--- config.mk ---
export PLATFORM = sky130hd
export DESIGN_NAME = round_status_unit
export DESIGN_NICKNAME = d
export VERILOG_FILES = /design/src/rtl/game_pkg.sv /design/src/rtl/bcd_down_counter.sv /design/src/rtl/round_status_unit.sv
export SDC_FILE = /design/constraint.sdc
export NUM_CORES = 1
export LEC_CHECK = 0
export BUFFER_PORTS_ARGS = -buffer_cell sky130_fd_sc_hd__buf_2
export CAP_MARGIN = 20
export CORE_ASPECT_RATIO = 0.8
export CORE_MARGIN = 4
export CORE_UTILIZATION = 50
export CTS_CLUSTER_SIZE = 24
export DETAILED_ROUTE_END_ITERATION = 12
export PLACE_DENSITY = 0.77
export SETUP_SLACK_MARGIN = 0.3
export SLEW_MARGIN = 20
export SYNTH_ARGS = -nofsm -noshare
export SYNTH_HDL_FRONTEND = slang
export SYNTH_SLANG_ARGS = --single-unit
--- constraint.sdc ---
create_clock -name clk16 -period 4.1 [get_ports clk16]
set_clock_uncertainty 0.15 [all_clocks]
set_input_delay 0.205 -clock clk16 [delete_from_list [all_inputs] [get_ports clk16]]
set_output_delay 0.205 -clock clk16 [all_outputs]
set_load 0.01 [all_outputs]
--- src/rtl/game_pkg.sv ---
// Shared game definitions: FSM state encodings, round phase encoding, round defaults.
// Latency: none (types, constants and pure functions only).
// Backpressure: none.
package game_pkg;

   // Game FSM state encodings; the game FSM uses the same values.
   typedef enum logic [2:0] {
      MENU  = 3'd0,
      GAME  = 3'd1,
      P1WIN = 3'd2,
      P2WIN = 3'd3,
      TIE   = 3'd4,
      POINT = 3'd5
   } game_state_t;

   // Round phase as tracked by round_status_unit.
   typedef enum logic [1:0] {
      PH_IDLE   = 2'd0,
      PH_RUN    = 2'd1,
      PH_FROZEN = 2'd2
   } phase_t;

   localparam int DEF_MAX_HP     = 100;
   localparam int DEF_ROUND_SECS = 60;

   // Split a 0..99 value into BCD digits.
   function automatic logic [3:0] bcd_tens(input int v);
      return 4'(v / 10);
   endfunction

   function automatic logic [3:0] bcd_ones(input int v);
      return 4'(v % 10);
   endfunction

endpackage

--- src/rtl/bcd_down_counter.sv ---
// Two-digit BCD down counter with synchronous load and hold at 00.
// Latency: load/decrement visible one cycle after the enabling edge.
// Backpressure: none; en is ignored while the count is 00.
// Ports: clk, rst (async, active-high), load + load_tens/load_ones,
//        en (decrement request), tens/ones (current digits), zero (count is 00).
module bcd_down_counter #(
   parameter logic [3:0] RST_TENS = 4'd6,
   parameter logic [3:0] RST_ONES = 4'd0
) (
   input  logic       clk,
   input  logic       rst,
   input  logic       load,
   input  logic [3:0] load_tens,
   input  logic [3:0] load_ones,
   input  logic       en,
   output logic [3:0] tens,
   output logic [3:0] ones,
   output logic       zero
);

   assign zero = (tens == 4'd0) && (ones == 4'd0);

   always_ff @(posedge clk or posedge rst) begin
      if (rst) begin
         tens <= RST_TENS;
         ones <= RST_ONES;
      end else if (load) begin
         tens <= load_tens;
         ones <= load_ones;
      end else if (en && !zero) begin
         if (ones != 4'd0) begin
            ones <= ones - 4'd1;
         end else begin
            ones <= 4'd9;
            tens <= tens - 4'd1;
         end
      end
   end

endmodule

--- src/rtl/round_status_unit.sv ---
// Per-round status for the game FSM: both players' HP and the BCD countdown.
// Latency: HP/timer update one cycle after sampling; round entry values bypass combinationally.
// Backpressure: none; hits during invulnerability are dropped, inputs ignored outside RUN.
// Ports: clk16, rst (async, active-high), state (game FSM state), one_sec_pulse,
//        p1/p2 damage valid+amount; outputs p1HP, p2HP, BCD1:BCD0, round_start, frozen.
module round_status_unit
   import game_pkg::*;
#(
   parameter int MAX_HP     = DEF_MAX_HP,
   parameter int ROUND_SECS = DEF_ROUND_SECS,
   parameter int INVULN_CYC = 8
) (
   input  logic       clk16,
   input  logic       rst,
   input  logic [2:0] state,
   input  logic       one_sec_pulse,
   input  logic       p1_dmg_valid,
   input  logic [7:0] p1_dmg,
   input  logic       p2_dmg_valid,
   input  logic [7:0] p2_dmg,
   output logic [7:0] p1HP,
   output logic [7:0] p2HP,
   output logic [3:0] BCD1,
   output logic [3:0] BCD0,
   output logic       round_start,
   output logic       frozen
);

   localparam logic [7:0] HP_INIT  = 8'(MAX_HP);
   localparam logic [7:0] INV_INIT = 8'(INVULN_CYC);
   localparam logic [3:0] T_TENS   = bcd_tens(ROUND_SECS);
   localparam logic [3:0] T_ONES   = bcd_ones(ROUND_SECS);

   logic [2:0]      prev_state;
   logic            entry;
   phase_t          phase_q, phase_d;
   logic            run;
   logic [1:0]      hit_vld;
   logic [1:0][7:0] hit_amt;
   logic [1:0][7:0] hp_all;
   logic            hp_zero;
   logic [3:0]      t_tens, t_ones;
   logic            t_zero;

   // ---------------- round entry detection ----------------
   always_ff @(posedge clk16 or posedge rst) begin
      if (rst) prev_state <= MENU;
      else     prev_state <= state;
   end

   assign entry       = (state == GAME) && (prev_state != GAME);
   assign round_start = entry;

   // ---------------- phase FSM ----------------
   always_ff @(posedge clk16 or posedge rst) begin
      if (rst) phase_q <= PH_IDLE;
      else     phase_q <= phase_d;
   end

   always_comb begin
      phase_d = phase_q;
      case (phase_q)
         PH_IDLE:   if (entry) phase_d = PH_RUN;
         PH_RUN: begin
            if (state != GAME)        phase_d = PH_IDLE;
            else if (hp_zero || t_zero) phase_d = PH_FROZEN;
         end
         PH_FROZEN: if (state != GAME) phase_d = PH_IDLE;
         default:   phase_d = PH_IDLE;
      endcase
   end

   always_comb begin
      run    = 1'b0;
      frozen = 1'b0;
      case (phase_q)
         PH_RUN:    run    = 1'b1;
         PH_FROZEN: frozen = 1'b1;
         default: ;
      endcase
   end

   // ---------------- per-player HP and invulnerability ----------------
   assign hit_vld = {p2_dmg_valid, p1_dmg_valid};
   assign hit_amt = {p2_dmg, p1_dmg};

   for (genvar p = 0; p < 2; p++) begin : g_player
      logic [7:0] hp_q;
      logic [7:0] inv_q;

      // Entry cannot coincide with RUN, but it is checked first so a reload
      // always wins over any damage sampled on the same edge.
      always_ff @(posedge clk16 or posedge rst) begin
         if (rst) begin
            hp_q  <= HP_INIT;
            inv_q <= 8'd0;
         end else if (entry) begin
            hp_q  <= HP_INIT;
            inv_q <= 8'd0;
         end else if (run) begin
            if (hit_vld[p] && (inv_q == 8'd0)) begin
               hp_q  <= (hit_amt[p] >= hp_q) ? 8'd0 : hp_q - hit_amt[p];
               inv_q <= INV_INIT;
            end else if (inv_q != 8'd0) begin
               inv_q <= inv_q - 8'd1;
            end
         end
      end

      assign hp_all[p] = hp_q;
   end

   assign hp_zero = (hp_all[0] == 8'd0) || (hp_all[1] == 8'd0);

   // ---------------- round countdown ----------------
   bcd_down_counter #(
      .RST_TENS (T_TENS),
      .RST_ONES (T_ONES)
   ) u_timer (
      .clk       (clk16),
      .rst       (rst),
      .load      (entry),
      .load_tens (T_TENS),
      .load_ones (T_ONES),
      .en        (run && one_sec_pulse),
      .tens      (t_tens),
      .ones      (t_ones),
      .zero      (t_zero)
   );

   // The entry cycle shows the load values so the FSM never sees a stale
   // 0 HP or 00 timer left over from the previous round.
   assign p1HP = entry ? HP_INIT : hp_all[0];
   assign p2HP = entry ? HP_INIT : hp_all[1];
   assign BCD1 = entry ? T_TENS  : t_tens;
   assign BCD0 = entry ? T_ONES  : t_ones;

endmodule

Word level (Yosys, flattened, before mapping). Cells that the tools add are included.

Order comparisons: 2. Multiplexer cells: 33. Equal/unequal tests: 9. $add $sub $neg: 6. Reduce and logical (&&, ||, !) cells: 31.

Operators by type and width (number): $mux W8 (18); $logic_not A8 Y1 (4); $mux W4 (8); $ge A8 B8 Y1 (2); $reduce_bool A8 Y1 (2); $sub A8 B1 Y8 const B (2); $sub A8 B8 Y8 (2); $reduce_and A2 Y1 (5); $logic_not A4 Y1 (2); $mux W2 (4); $reduce_bool A2 Y1 (4); $sub A4 B1 Y4 const B (2); $logic_and A1 B1 Y1 (6); $ne A2 B2 Y1 const B (3); $ne A3 B1 Y1 const B (2); $pmux W2 S3 (1); $reduce_bool A3 Y1 (2); $reduce_bool A4 Y1 (1); $eq A3 B1 Y1 const B (1); $ne A3 B3 Y1 const B (1); $reduce_and A3 Y1 (1); $eq A2 B1 Y1 const B (1); $eq A2 B2 Y1 const B (1); $logic_not A2 Y1 (1); other kinds (3) (5).

Flip-flop bits (word level): 45. Input port bits: 24. Word-level logic and storage cells: 89.

Logic depth before layout (Yosys ltp).
Depth in word-level cells: 6. Gate-level depth with buffers: 9. Gate-level depth less buffers: 9.

Hierarchy. Synthesis repeated with hierarchy kept, for this count alone.

Cells, all modules: 373. Area total of the unflattened synthesis: 3281.9 um^2.

Modules (own cells, without submodules): round_status_unit (cells each 314, times used 1, area each 2760.1 um^2, sequential area each 933.4 um^2); bcd_down_counter (cells each 59, times used 1, area each 521.8 um^2, sequential area each 202.7 um^2).

Least setup slack after synthesis. Ideal clock, no wire load.

Path type: register to register. Start: register g_player[1].hp_q[0]. End: register g_player[1].hp_q[6]. Clock period less this slack: 2.062 ns. Setup time: 0.080 ns. Required time: 3.870 ns. Path buffers: 0. Arrival time: 1.832 ns. Setup slack: 2.038 ns. Cell stages (with the launch flop): 10. Path through: dfrtp_1 > inv_1 > ha_1 > inv_1 > fa_1 > and3_1 > o21ai_0 > mux2i_1 > o21ai_0 > o21ai_0.

Word-level cells in the longest chain between the ends: 5. Elaborated cells between the ends (all ways): 6. Classes of those cells: add/sub (1); order compare (1); mux (4).

RTL lines: from (decl) (RTL line round_status_unit.sv:88) `logic [7:0] hp_q;`; from (signal assigned) (RTL line round_status_unit.sv:102) `hp_q <= (hit_amt[p] >= hp_q) ? 8'd0 : hp_q - hit_amt[p];`; $sub A8 B8 Y8 or $ge A8 B8 Y1 (tied branches) (RTL line round_status_unit.sv:102); $mux W8 * (RTL line round_status_unit.sv:102); $mux W8 * (RTL line round_status_unit.sv:101) `if (hit_vld[p] && (inv_q == 8'd0)) begin`; $mux W8 * (RTL line round_status_unit.sv:100) `end else if (run) begin`; $mux W8 * (RTL line round_status_unit.sv:97) `end else if (entry) begin`.

Mark *: on every way between the ends. The rest lies on a longest branch, timed or not. The select of a mux whose other input is x is not followed. A chain may end at the register's enable or synchronous reset.

Worst setup path in the final report.
Start: input port state[1]. End: output port p1HP[0].

Word-level cells in the longest chain between the ends: 3.

RTL lines: from (decl) (RTL line round_status_unit.sv:15) `input logic [2:0] state,`; $eq A3 B1 Y1 (RTL line round_status_unit.sv:51) `assign entry = (state == GAME) && (prev_state != GAME);`; $logic_and A1 B1 Y1 (RTL line round_status_unit.sv:51); $mux W8 (RTL line round_status_unit.sv:133) `assign p1HP = entry ? HP_INIT : hp_all[0];`; to (decl) (RTL line round_status_unit.sv:21) `output logic [7:0] p1HP,`.

Every way passes these cells.

==> run summary <==
LEAKAGE: 1.74 nW
status: finished clean
Pre-antenna DRT Iters: 4
total die area: 8020 µm²
Worst Path Arrival: 2500 ps
#FFs+latches synth: 45
Hold Path Cell Cnt: 3
R2R setup slack: 1760 ps
Setup-failing EPs final: 0
# H-tree levels: 2
Post-CTS Setup Repair Bufs: 0
Slew headroom: 61.4%
Power Density: 602 nW/µm²
Design Power: 2.24 mW
DRT iter0 DRCs: 153
fin nets: 486
CTS Buf Count: 5
Reg2Reg Depth: 6
net count after synthesis: 438
mapped cell area: 3320 µm²
layout cells sized above 1: 18.5%
post-synthesis area per instance: 8.56 µm²
WL final: 7610 µm
start of the worst register-to-register path: g_player[0].inv_q[0]
TritonCTS clock tree: done
Worst Hold Endpoint: u_timer.ones[0]
Cell Rows: 26
Post-DRT Antenna Nets: 0
worst min path class: input pin to flop
I/O pin cnt: 50
Hold Fails Final Rpt: 0
Initial Util: 51.8%
Root Buffer: clkbuf_8
# diodes: 0
antenna violations before repair: 0
Critical Path Source Type: input pin
clk slew on worst S/H paths: 90 ps
maximum fanout along the worst path: 34
RSZ-0062 raised after global routing: no
post-synth cell types: 58
Total GRT Usage: 19.9%
Max-Cap Viols: 0
global placer's final weighted congestion: 0.855
Mapped Cells: 388
Crit Reg-Reg Endpoint: g_player[0].hp_q[3]
first-pass GRT wire length: 13200 µm
DR vias/cell: 5.63
Port-buffer cells: 49
Sum Neg Setup Slack: 0 ps
Area Overhead vs Synth: 12.2%
DR vias: 2935
Die H: 80.9 µm
Synth area leaders: dfrtp_1 (28%), ha_1 (9.0%), dfstp_2 (6.3%), nand2_1 (4.6%), inv_1 (4.0%)
Worst-Margin Slew: 579 ps
Final Util: 58.1%
# fillers: 583
hold wc startpoint: one_sec_pulse
fin. max-slew vios: 0
CTS Sinks: 45
Wirelength per Cell: 14.6 µm
vias in the first global route: 2908
CP Capture Type: output port
register area: 1140 µm²
required time worst endpoint: 3740 ps
die extent in x: 99.1 µm
Max rail drop VDD: 0.250 mV
drt drc: 0
largest net degree at the start of global routing: 46
grt ovf: 0
Clock Latency Late Sink: 300 ps
maximum clock frequency: 350 MHz
area occupied by multi-input gates: 1950 µm²
final critical-path required period: 2860 ps
Post-synth ARST share: 100%
cell taking the most area after synthesis: dfrtp_1
Final period util: 69.7%
Seq/Total Area, Yosys: 34.2%
number of synthesized flops with an enable pin: 0
synth warn: 0
core area: 6410 µm²
CTS Buffer Depth: 2
DP Wirelength: 5780 µm
top_reg_cell synth: dfrtp_1
top cell type's share of synthesized area: 27.9%
CP Class: input pin to output port
[layer usage]
metal,share of wire (%),global-route usage [%]
met5,0,0
met4,1.1,5.59
met3,3.8,2.83
met2,47,33.5
met1,48,27.0
[Yosys cell counts (3+ instances only)]
cell type and n:
a31oi_1 4, xor2_1 6, nand2_1 41, a21oi_1 24, nor2_1 29, nor4_1 4
clkbuf_1 5, buf_2 5, nor2b_1 7, nand2b_1 12, o31ai_1 10, and2_1 13
nand3_1 6, dfstp_2 8, a311oi_1 3, or3_1 3, dfrtp_1 37, nor3b_1 7
buf_6 4, ha_1 24, mux2i_1 3, o21ai_0 20, nand4_1 5, o2111ai_1 6
xnor2_1 7, inv_1 35, nor3_1 11, a211oi_1 6, o211ai_1 4
[worst max-delay path, cell delays in order]
cell and delay [ps]:
dlygate4sd3_1 520, buf_2 120, or3b_1 410, or2_1 240
buf_4 240, inv_2 480, nor2_1 90, buf_2 170
[cells by family after synthesis]
logic type / count (synthesis) / share of synthesized area [%]
AO/OA/AOI/OAI: 93 / 18.5
XOR/XNOR: 13 / 3.43
adder cells (fa/ha/maj): 26 / 10.2
buffers and inverters: 51 / 6.97
flip-flops: 45 / 34.2
multiplexers: 4 / 1.24
AND/OR/NAND/NOR: 156 / 25.4
[stage by stage]
step | std cells | instance area, µm² | setup slack, ps | hold slack (ps)
2_1_floorplan | 388 | 3320 | 2040 | 86.4
5_1_grt | 521 | 3730 | 1090 | 50.4
4_1_cts | 521 | 3730 | 1220 | 46.3
6_report | 521 | 3730 | 1240 | 54.2
3_5_place_dp | 509 | 3600 | 1670 | 180
3_3_place_gp | 509 | 3600 | 1730 | 171
[flip-flops by register name (all words and copies together) (netlist names)]
signal	cells
prev_state	3
g_player.hp_q	16
g_player.inv_q	16
phase_q	2
u_timer.tens	4
u_timer.ones	4
[power breakdown]
| group | internal [mW] | total (mW) | switching [mW] | leakage [nW] |
|---|---|---|---|---|
| combinational | 0.515 | 1.18 | 0.668 | 1.12 |
| sequential | 0.606 | 0.778 | 0.173 | 0.572 |
| clock | 0.121 | 0.282 | 0.160 | 0.0414 |
[worst max-delay path by stage]
stage | from | end | slack (ps) | cells after the start
detailed placement | state[1] | g_player[0].inv_q[6] | 1670 | 8
CTS | state[1] | p1HP[0] | 1220 | 8
floorplan | g_player[1].hp_q[0] | g_player[1].hp_q[6] | 2040 | 9
global placement | state[1] | g_player[0].inv_q[7] | 1730 | 8
global route | state[1] | p1HP[0] | 1090 | 8
finish | state[1] | p1HP[0] | 1240 | 8
[cell usage in the layout, fill, tap and decap left out, drive strengths merged, types with 10 or more instances in the layout]
master  instances
o21ai          20
dfrtp          37
nand2b         12
inv            36
and2           15
a21oi          24
nand2          41
nor2           29
ha             24
o31ai          10
buf            52
nor3           11
[what timing repair did]
item / in CTS / in global routing
hold buffers: 4 / 0
resized for setup: 0 / 0
endpoints found under the hold margin: 40 / 0
[final cells by class]
cell class / count / share of cell area, %
clock buffer: 6 / 1.95
clock inverter: 2 / 0.437
inverter: 36 / 3.63
multi-input combinational: 292 / 52.4
sequential: 45 / 30.5
tap: 84 / 2.82
timing repair buffer: 56 / 8.26
No activity file was read; power rests on OpenSTA's default activity.
